$ cat src/rtl/io_responder.sv
// Purpose: memory-mapped IO window (STATUS/TXDATA/CYCLES/SCRATCH/DIVISOR) driving a FIFO-fed UART transmitter.
// Latency: load data is registered one cycle after io_read_en; a queued byte leaves IDLE the next cycle.
// Backpressure: none toward the core; TXDATA writes to a full FIFO are dropped and latch the overflow flag.
module io_responder #(
    parameter logic [31:0] BASE_ADDR  = 32'hFFFF0000,
    parameter int          FIFO_DEPTH = 8
) (
    input  logic        clk,
    input  logic        reset,
    input  logic        io_write_en,
    input  logic        io_read_en,
    input  logic [31:0] io_address,
    input  logic [31:0] io_write_data,
    output logic [31:0] io_read_data,
    output logic        uart_tx
);

    localparam int AW = $clog2(FIFO_DEPTH);
    localparam int CW = AW + 1;

    typedef enum logic [1:0] {
        S_IDLE,
        S_START,
        S_DATA,
        S_STOP
    } tx_state_t;

    // Register window decode
    logic [31:0] offset;
    logic        sel_status;
    logic        sel_txdata;
    logic        sel_cycles;
    logic        sel_scratch;
    logic        sel_divisor;

    assign offset = io_address - BASE_ADDR;

    // Word-select decode; the low two address bits are deliberately ignored
    always_comb begin
        sel_status  = 1'b0;
        sel_txdata  = 1'b0;
        sel_cycles  = 1'b0;
        sel_scratch = 1'b0;
        sel_divisor = 1'b0;
        case (offset[31:2])
            30'd0:   sel_status  = 1'b1;
            30'd1:   sel_txdata  = 1'b1;
            30'd2:   sel_cycles  = 1'b1;
            30'd3:   sel_scratch = 1'b1;
            30'd4:   sel_divisor = 1'b1;
            default: ;
        endcase
    end

    logic wr_status;
    logic wr_txdata;
    logic wr_scratch;
    logic wr_divisor;

    assign wr_status  = io_write_en && sel_status;
    assign wr_txdata  = io_write_en && sel_txdata;
    assign wr_scratch = io_write_en && sel_scratch;
    assign wr_divisor = io_write_en && sel_divisor;

    // Architectural registers
    logic [31:0] cycles;
    logic [31:0] scratch;
    logic [15:0] divisor;
    logic        overflow;

    // TX state
    tx_state_t   state;
    logic [7:0]  shreg;
    logic [2:0]  bit_idx;
    logic [15:0] baud_cnt;
    logic [15:0] baud_reload;
    logic        tx_busy;

    // A divisor of zero is treated as one cycle per bit
    assign baud_reload = (divisor == 16'd0) ? 16'd0 : (divisor - 16'd1);
    assign tx_busy     = (state != S_IDLE);

    // TX byte FIFO
    logic [7:0]    fifo_mem [FIFO_DEPTH];
    logic [AW-1:0] wr_ptr;
    logic [AW-1:0] rd_ptr;
    logic [CW-1:0] fifo_count;
    logic          fifo_empty;
    logic          fifo_full;
    logic          push;
    logic          pop;
    logic          drop;
    logic [7:0]    fifo_head;

    assign fifo_empty = (fifo_count == '0);
    assign fifo_full  = (fifo_count == CW'(FIFO_DEPTH));
    assign fifo_head  = fifo_mem[rd_ptr];

    // Pop happens exactly when the FSM enters START (from IDLE or from the end of STOP)
    assign pop  = !fifo_empty && ((state == S_IDLE) || ((state == S_STOP) && (baud_cnt == 16'd0)));
    // A full FIFO still accepts a byte when a pop frees a slot in the same cycle
    assign push = wr_txdata && (!fifo_full || pop);
    assign drop = wr_txdata && fifo_full && !pop;

    // FIFO storage needs no reset; validity is tracked by the pointers
    always_ff @(posedge clk) begin
        if (push) begin
            fifo_mem[wr_ptr] <= io_write_data[7:0];
        end
    end

    // FIFO pointers and occupancy
    always_ff @(posedge clk or negedge reset) begin
        if (!reset) begin
            wr_ptr     <= '0;
            rd_ptr     <= '0;
            fifo_count <= '0;
        end else begin
            if (push) begin
                wr_ptr <= wr_ptr + 1'b1;
            end
            if (pop) begin
                rd_ptr <= rd_ptr + 1'b1;
            end
            case ({push, pop})
                2'b10:   fifo_count <= fifo_count + 1'b1;
                2'b01:   fifo_count <= fifo_count - 1'b1;
                default: fifo_count <= fifo_count;
            endcase
        end
    end

    // Overflow is sticky until software writes STATUS
    always_ff @(posedge clk or negedge reset) begin
        if (!reset) begin
            overflow <= 1'b0;
        end else if (drop) begin
            overflow <= 1'b1;
        end else if (wr_status) begin
            overflow <= 1'b0;
        end
    end

    // Free-running cycle counter, read-only to software
    always_ff @(posedge clk or negedge reset) begin
        if (!reset) begin
            cycles <= 32'd0;
        end else begin
            cycles <= cycles + 32'd1;
        end
    end

    // Software-writable SCRATCH and DIVISOR registers
    always_ff @(posedge clk or negedge reset) begin
        if (!reset) begin
            scratch <= 32'd0;
            divisor <= 16'd16;
        end else begin
            if (wr_scratch) begin
                scratch <= io_write_data;
            end
            if (wr_divisor) begin
                divisor <= io_write_data[15:0];
            end
        end
    end

    // Read mux uses current register values, so a same-cycle write returns the old contents
    logic [4:0]  count_ext;
    logic [31:0] status_word;
    logic [31:0] read_mux;

    assign count_ext   = 5'(fifo_count);
    assign status_word = {25'd0, count_ext[3:0], overflow, tx_busy, !fifo_full};

    // Select the load data for the addressed register
    always_comb begin
        read_mux = 32'd0;
        if (sel_status) begin
            read_mux = status_word;
        end else if (sel_cycles) begin
            read_mux = cycles;
        end else if (sel_scratch) begin
            read_mux = scratch;
        end else if (sel_divisor) begin
            read_mux = {16'd0, divisor};
        end
    end

    // Load data register holds between reads
    always_ff @(posedge clk or negedge reset) begin
        if (!reset) begin
            io_read_data <= 32'd0;
        end else if (io_read_en) begin
            io_read_data <= read_mux;
        end
    end

    // UART transmit FSM; uart_tx is a registered output updated on every bit boundary
    always_ff @(posedge clk or negedge reset) begin
        if (!reset) begin
            state    <= S_IDLE;
            uart_tx  <= 1'b1;
            shreg    <= 8'd0;
            bit_idx  <= 3'd0;
            baud_cnt <= 16'd0;
        end else begin
            case (state)
                S_IDLE: begin
                    if (!fifo_empty) begin
                        state    <= S_START;
                        uart_tx  <= 1'b0;
                        shreg    <= fifo_head;
                        baud_cnt <= baud_reload;
                    end
                end
                S_START: begin
                    if (baud_cnt == 16'd0) begin
                        state    <= S_DATA;
                        uart_tx  <= shreg[0];
                        bit_idx  <= 3'd0;
                        baud_cnt <= baud_reload;
                    end else begin
                        baud_cnt <= baud_cnt - 16'd1;
                    end
                end
                S_DATA: begin
                    if (baud_cnt == 16'd0) begin
                        baud_cnt <= baud_reload;
                        if (bit_idx == 3'd7) begin
                            state   <= S_STOP;
                            uart_tx <= 1'b1;
                        end else begin
                            bit_idx <= bit_idx + 3'd1;
                            shreg   <= {1'b0, shreg[7:1]};
                            uart_tx <= shreg[1];
                        end
                    end else begin
                        baud_cnt <= baud_cnt - 16'd1;
                    end
                end
                S_STOP: begin
                    if (baud_cnt == 16'd0) begin
                        if (!fifo_empty) begin
                            state    <= S_START;
                            uart_tx  <= 1'b0;
                            shreg    <= fifo_head;
                            baud_cnt <= baud_reload;
                        end else begin
                            state   <= S_IDLE;
                            uart_tx <= 1'b1;
                        end
                    end else begin
                        baud_cnt <= baud_cnt - 16'd1;
                    end
                end
                default: begin
                    state   <= S_IDLE;
                    uart_tx <= 1'b1;
                end
            endcase
        end
    end

    // Bits intentionally left unobserved
    logic unused_bits;
    assign unused_bits = &{1'b0, offset[1:0], count_ext[4]};

endmodule

$ cat config.mk
export PLATFORM = sky130hd
export DESIGN_NAME = io_responder
export DESIGN_NICKNAME = d
export VERILOG_FILES = /design/src/rtl/io_responder.sv
export SDC_FILE = /design/constraint.sdc
export NUM_CORES = 1
export LEC_CHECK = 0
export ABC_AREA = 0
export CORE_MARGIN = 1
export CORE_UTILIZATION = 36
export DETAILED_ROUTE_END_ITERATION = 10
export SYNTH_ARGS = -nofsm -noshare
export SYNTH_HDL_FRONTEND = slang
export SYNTH_SLANG_ARGS = --single-unit
$ cat constraint.sdc
create_clock -name clk -period 4.56 [get_ports clk]
set_input_delay 1.368 -clock clk [delete_from_list [all_inputs] [get_ports clk]]
set_output_delay 1.368 -clock clk [all_outputs]
set_load 0.005 [all_outputs]
==> flow_summary.json, run 1 <==
{
  "run_status": "finished, final reports clean",
  "routed.top_layer": "met4",
  "portBuffers": 98,
  "cts_buffer_depth": 3,
  "fin_crit_ps": 3990,
  "syn_area_mm2": 0.0108,
  "p_clk_share_pct": 46.5,
  "cts_tree": "done",
  "nets": 1111,
  "cp.arrival_ps": 4390,
  "syn_to_final_growth_pct": 22.1,
  "yosysMostFrequentCell": "dfrtp_1",
  "placed_cell_area_mm2": 0.0124,
  "yosysWarnings": 0,
  "routed-via-count": 7844,
  "postCtsSetupBuffers": 0,
  "async_flop_share_pct": 70.5,
  "wl_per_cell_um": 18.9,
  "cts_buffers": 24,
  "required_ps": 4960,
  "fin_tns_setup_ps": 0,
  "clock.fmax_ghz": 0.251,
  "dr_wl_met3_um": 1580,
  "insertedDiodeCount": 0,
  "skew_ps": 23.9,
  "h-tree-depth": 1,
  "core_mm2": 0.0296,
  "finalPower_mw": 4.16,
  "synth_edf_count": 64,
  "synth_area_per_cell_um2": 11.8,
  "drive_above_1_share_pct": 16.0,
  "critPathLaunchType": "input port",
  "p_leak_nw": 5.45,
  "clk_latency_ps": 530,
  "hold_start": "io_read_data[10]",
  "cts_root_buf": "clkbuf_16",
  "chipWidth_um": 175,
  "rrSetupSlack_ps": 920,
  "routed_wirelength_um": 27000,
  "globalRouteOverflowTotal": 0,
  "power_density_mw_per_mm2": 316,
  "rr_worst_depth": 14,
  "antenna_found_initial": 0,
  "end_kind": "register",
  "drv_slew": 0,
  "syn_inst": 915,
  "rsz0062_at_grt": "no",
  "synthesis.nets": 1000,
  "power.combinational.fraction_pct": 4.3,
  "final_cells": 1433,
  "crit_path_end": "fifo_count[2]",
  "p_switching_uw": 903,
  "dr.pass1.iters": 7,
  "min_period_over_period_pct": 87.4,
  "grt_pass1_wl_um": 44300,
  "io_pins": 101,
  "start_util_pct": 36.5,
  "ys_seq_area_share_pct": 53.3,
  "fp.dieArea_mm2": 0.0307,
  "r2r-start": "baud_cnt[0]",
  "hold_viol_final": 0,
  "intPower_mw": 3.26,
  "hpwl_um": 18500,
  "dp.cells": 1390,
  "cts-resized-gates": 0,
  "synth_ff_type": "dfrtp_1",
  "hp-class": "reg -> reg",
  "drtAntennaViolNets": 0,
  "reg2reg_to": "fifo_count[3]",
  "ys_top_cells_by_count": "dfrtp_1 (151), nand2_1 (67), edfxtp_1 (64)",
  "cp_max_fo": 3,
  "worstSetupPathType": "in -> reg",
  "die_y_um": 175,
  "cts_hold_buf": 0,
  "drt_iter0_drc": 513,
  "setup_viol": 0,
  "path_clk_slew_ps": 60,
  "worst_pin_slew_ps": 1170,
  "synth.area.top_cells": "dfrtp_1 (35%), edfxtp_1 (18%), mux2_2 (6.3%)",
  "ys_ff_latch": 217,
  "wl_met1_um": 12100,
  "stdcell_area_mm2": 0.0132,
  "yosys.cell_types.count": 69,
  "worstSetupStartpoint": "io_address[18]",
  "grt_usage_pct": 18.0,
  "synth_top_cell_by_area": "dfrtp_1",
  "vias_per_cell": 5.47,
  "vdd_drop_max_v": 0.000231,
  "clock-sinks": 217,
  "switching_share_pct": 21.7,
  "drc": 0,
  "rows": 63,
  "wl_met2_um": 13000,
  "synth_top_cell_area_share_pct": 35.0,
  "grt_max_degree": 90,
  "globalplace.congestion": 0.848,
  "grt_pass1_vias": 8051,
  "maxCapViolations": 0,
  "seqPwrFrac_pct": 49.3,
  "maxSlewHeadroom_pct": 22.2
}
-- area by class of cell --
class                           count  area (um^2)
Fill cell                        2733        16400
Sequential cell                   217         5750
Multi-Input combinational cell    625         4780
Timing Repair Buffer              138         1310
Clock buffer                       34          668
Tap cell                          390          488
Clock inverter                      9          115
Inverter                           20         75.1
-- layer usage --
layer,global-route usage [%],up-vias
met2,29.7,204
met4,3.12,0
met3,3.70,31
li1,-,3692
met5,0,-
met1,24.7,3917
-- metrics by stage --
step	util (%)	setup slack (ps)	hold WS, ps
after global routing	44.6	316	500
final	44.6	573	480
after CTS	44.6	541	483
after floorplan	-	507	436
after detailed placement	41.9	-6.59	466
after global placement	41.9	-41.2	465
-- worst max-delay path, cell delays in order --
cell	delay [ps]
clkdlybuf4s50_1	440
or4_1	540
a21oi_2	160
a21oi_1	80
a2111oi_0	410
nand4_1	260
ha_1	300
xor2_1	150
ha_1	190
a21oi_1	140
xor2_1	160
nor2_1	60
xor2_1	140
-- flip-flops by register name (all words and copies together), names as in the netlist --
signal	cells
baud_cnt	16
bit_idx	3
cycles	32
divisor	16
fifo_count	4
fifo_mem	64
io_read_data	32
overflow	1
rd_ptr	3
scratch	32
shreg	8
state	2
uart_tx	1
wr_ptr	3
-- worst min-delay path by stage --
stage / end / slack [ps] / depth (start not counted)
after detailed placement: cycles[31] / 470 / 1
after global routing: cycles[31] / 500 / 1
after CTS: io_read_data[10] / 480 / 1
after global placement: io_read_data[4] / 460 / 2
after floorplan: cycles[0] / 440 / 1
final: io_read_data[10] / 480 / 1
-- power by group through the flow --
stage,Sequential (mW),Clock (mW),Combinational [mW]
final,2.05,1.93,0.178
after floorplan,2.08,0,0.0547
after CTS,2.05,1.98,0.181
after global routing,2.05,2.07,0.195
after global placement,2.09,0,0.178
after detailed placement,2.09,0,0.180
-- cells in the final DEF (no fill, tap or decap), types with 18 or more instances in the layout --
| master | n |
|---|---|
| inv_1 | 20 |
| a22o_1 | 24 |
| o2bb2ai_1 | 18 |
| nor2_1 | 54 |
| clkbuf_16 | 24 |
| nand2_1 | 67 |
| nor4_1 | 24 |
| clkdlybuf4s50_1 | 97 |
| xnor2_1 | 41 |
| buf_4 | 38 |
| o21ai_0 | 28 |
| nand4_1 | 19 |
| nand3_1 | 25 |
| dfrtp_1 | 151 |
| nor3_1 | 22 |
| xor2_1 | 21 |
| edfxtp_1 | 64 |
| mux2_2 | 60 |
-- logic make-up after synthesis --
kind of cell | share of synthesized area [%]
xor+xnor | 5.03
simple gates | 13.8
mux | 10.6
compound gates | 12.5
buf+inv | 2.88
flops | 53.3
fa+ha+maj | 1.97
Power figures use the tool's default switching activity.
==> run 2, diff against run 1 <==
--- a/config.mk
+++ b/config.mk
@@ -9,6 +9,7 @@
 export CORE_MARGIN = 1
 export CORE_UTILIZATION = 36
 export DETAILED_ROUTE_END_ITERATION = 10
+export SETUP_SLACK_MARGIN = 0.2
 export SYNTH_ARGS = -nofsm -noshare
 export SYNTH_HDL_FRONTEND = slang
 export SYNTH_SLANG_ARGS = --single-unit
==> results of run 2 <==
The final DEF is identical to that of run 1; final timing and power are the same.
==> run 3, diff against run 2 <==
--- a/config.mk
+++ b/config.mk
@@ -6,7 +6,7 @@
 export NUM_CORES = 1
 export LEC_CHECK = 0
 export ABC_AREA = 0
-export CORE_MARGIN = 1
+export CORE_MARGIN = 4
 export CORE_UTILIZATION = 36
 export DETAILED_ROUTE_END_ITERATION = 10
 export SETUP_SLACK_MARGIN = 0.2
==> run 3 against run 2 <==
Register-to-register slack got worse by 190 ps. Combinational power about the same. Via count about the same. Clock-buffer cell count decreased by 1. Setup slack got worse by 62 ps. Critical path type unchanged. Highest routed layer unchanged.
==> flow_summary.json, run 3 (same netlist as run 1, synthesis figures left out) <==
{
  "skew_ps": 8.05,
  "run_status": "finished, final reports clean",
  "cts-resized-gates": 0,
  "path_clk_slew_ps": 60,
  "io_pins": 101,
  "drc": 0,
  "cts_root_buf": "clkbuf_16",
  "worst_pin_slew_ps": 1020,
  "setup_viol": 0,
  "routed_wirelength_um": 27100,
  "placed_cell_area_mm2": 0.0124,
  "grt_pass1_wl_um": 44100,
  "hold_viol_final": 0,
  "layout_commonest_cell": "dfrtp_1",
  "min_period_over_period_pct": 88.8,
  "rrSetupSlack_ps": 730,
  "top_register": "fifo_mem",
  "hp-class": "reg -> reg",
  "cp_cell_sequence": "clkdlybuf4s50_1 > or4_1 > a21oi_2 > a21oi_1 > a2111oi_0 > nand4_1 > ha_1 > xor2_1 > ha_1 > a21oi_1 > xor2_1 > nor2_1 > xor2_1",
  "rsz0062_at_grt": "no",
  "finalPower_mw": 4.26,
  "end_kind": "register",
  "switching_share_pct": 21.4,
  "globalRouteOverflowTotal": 0,
  "chipWidth_um": 181,
  "power.combinational.fraction_pct": 4.2,
  "drtAntennaViolNets": 0,
  "intPower_mw": 3.34,
  "power_density_mw_per_mm2": 321,
  "cp.arrival_ps": 4440,
  "h-tree-depth": 1,
  "fp.dieArea_mm2": 0.0328,
  "nets": 1113,
  "grt_max_degree": 100,
  "critPathBufInv": 1,
  "rows": 63,
  "drv_slew": 0,
  "seqPwrFrac_pct": 48.2,
  "grt_usage_pct": 16.2,
  "grt_pass1_vias": 7874,
  "vias_per_cell": 5.46,
  "cp_max_fo": 3,
  "die_y_um": 181,
  "stdcell_area_mm2": 0.0133,
  "path_common_cell": "xor2_1",
  "antenna_found_initial": 0,
  "maxCapViolations": 0,
  "dr.pass1.iters": 4,
  "clock.fmax_ghz": 0.247,
  "maxSlewHeadroom_pct": 31.7,
  "worstSetupPathType": "in -> reg",
  "slowest_delay_ps": 530,
  "cts_buffer_depth": 3,
  "vdd_drop_max_v": 0.000272,
  "clk_latency_ps": 510,
  "globalplace.congestion": 0.880,
  "wl_per_cell_um": 18.9,
  "drive_above_1_share_pct": 16.6,
  "p_switching_uw": 912,
  "p_clk_share_pct": 47.6,
  "path_delay_family": "compound AO/OA/AOI/OAI gates",
  "cts_hold_buf": 0,
  "cts_buffers": 25,
  "hpwl_um": 18800,
  "cts_tree": "done",
  "fin_tns_setup_ps": 0,
  "critPathSlowestCell": "or4_1",
  "postCtsSetupBuffers": 0,
  "core_mm2": 0.0296,
  "final_cells": 1436,
  "dp.cells": 1391,
  "syn_to_final_growth_pct": 22.9,
  "routed-via-count": 7838,
  "insertedDiodeCount": 0,
  "portBuffers": 98,
  "start_util_pct": 36.4,
  "clock-sinks": 217,
  "required_ps": 4950,
  "fin_crit_ps": 4050,
  "largest_reg_flops": 64,
  "mostFrequentLayoutCells": "dfrtp_1 (151), clkdlybuf4s50_1 (97), nand2_1 (67)",
  "drt_iter0_drc": 466,
  "p_leak_nw": 5.49,
  "critPathLaunchType": "input port"
}
run 3: cell count changes in the layout (fill, tap and decap cells not counted), sizes merged:
cell	previous run	this run
buf	41	42
clkinvlp	2	4
inv	20	21
clkbuf	34	33
run 3: per-stage QoR:
| step | hold slack (ps) | utilization (%) | setup slack, ps |
|---|---|---|---|
| after global placement | 467 | 41.9 | 2.46 |
| after global routing | 498 | 44.8 | 307 |
| after floorplan | 436 | - | 507 |
| after detailed placement | 467 | 41.9 | -13.8 |
| final | 473 | 44.8 | 511 |
| after CTS | 478 | 44.8 | 504 |
run 3: area by class of cell:
cell class | count | area [um^2]
Clock buffer | 33 | 716
Clock inverter | 12 | 130
Fill cell | 2780 | 16400
Inverter | 20 | 75.1
Multi-Input combinational cell | 625 | 4780
Sequential cell | 217 | 5750
Tap cell | 390 | 488
Timing Repair Buffer | 139 | 1340
run 3: power by group through the flow:
stage                     sequential [mW]  clock (mW)  combinational [mW]
after detailed placement             2.09           0               0.182
after floorplan                      2.08           0              0.0547
after global routing                 2.05        2.17               0.198
after global placement               2.09           0               0.180
final                                2.05        2.02               0.180
after CTS                            2.05        2.07               0.183
run 3: worst min-delay path, stage by stage, from the launching register on:
cell	delay (ps)
dfstp_2	370
nand2_1	50
o31ai_1	50
run 3: final timing paths:
kind / startpoint / endpoint / cells after the start
setup reg to reg: baud_cnt[0] / fifo_count[3] / 14
min in group asynchronous: reset / shreg[4] / 1
hold reg to reg: uart_tx / uart_tx / 2
max in group asynchronous: reset / fifo_count[0] / 2
setup / recovery: io_address[18] / fifo_count[2] / 13
hold / removal: uart_tx / uart_tx / 2
run 3: routing by layer:
metal | wire length, um | global-route usage, %
met1 | 12600 | 23.3
met2 | 12800 | 26.3
met3 | 1450 | 3.14
met4 | 286 | 2.46
met5 | 0 | 0
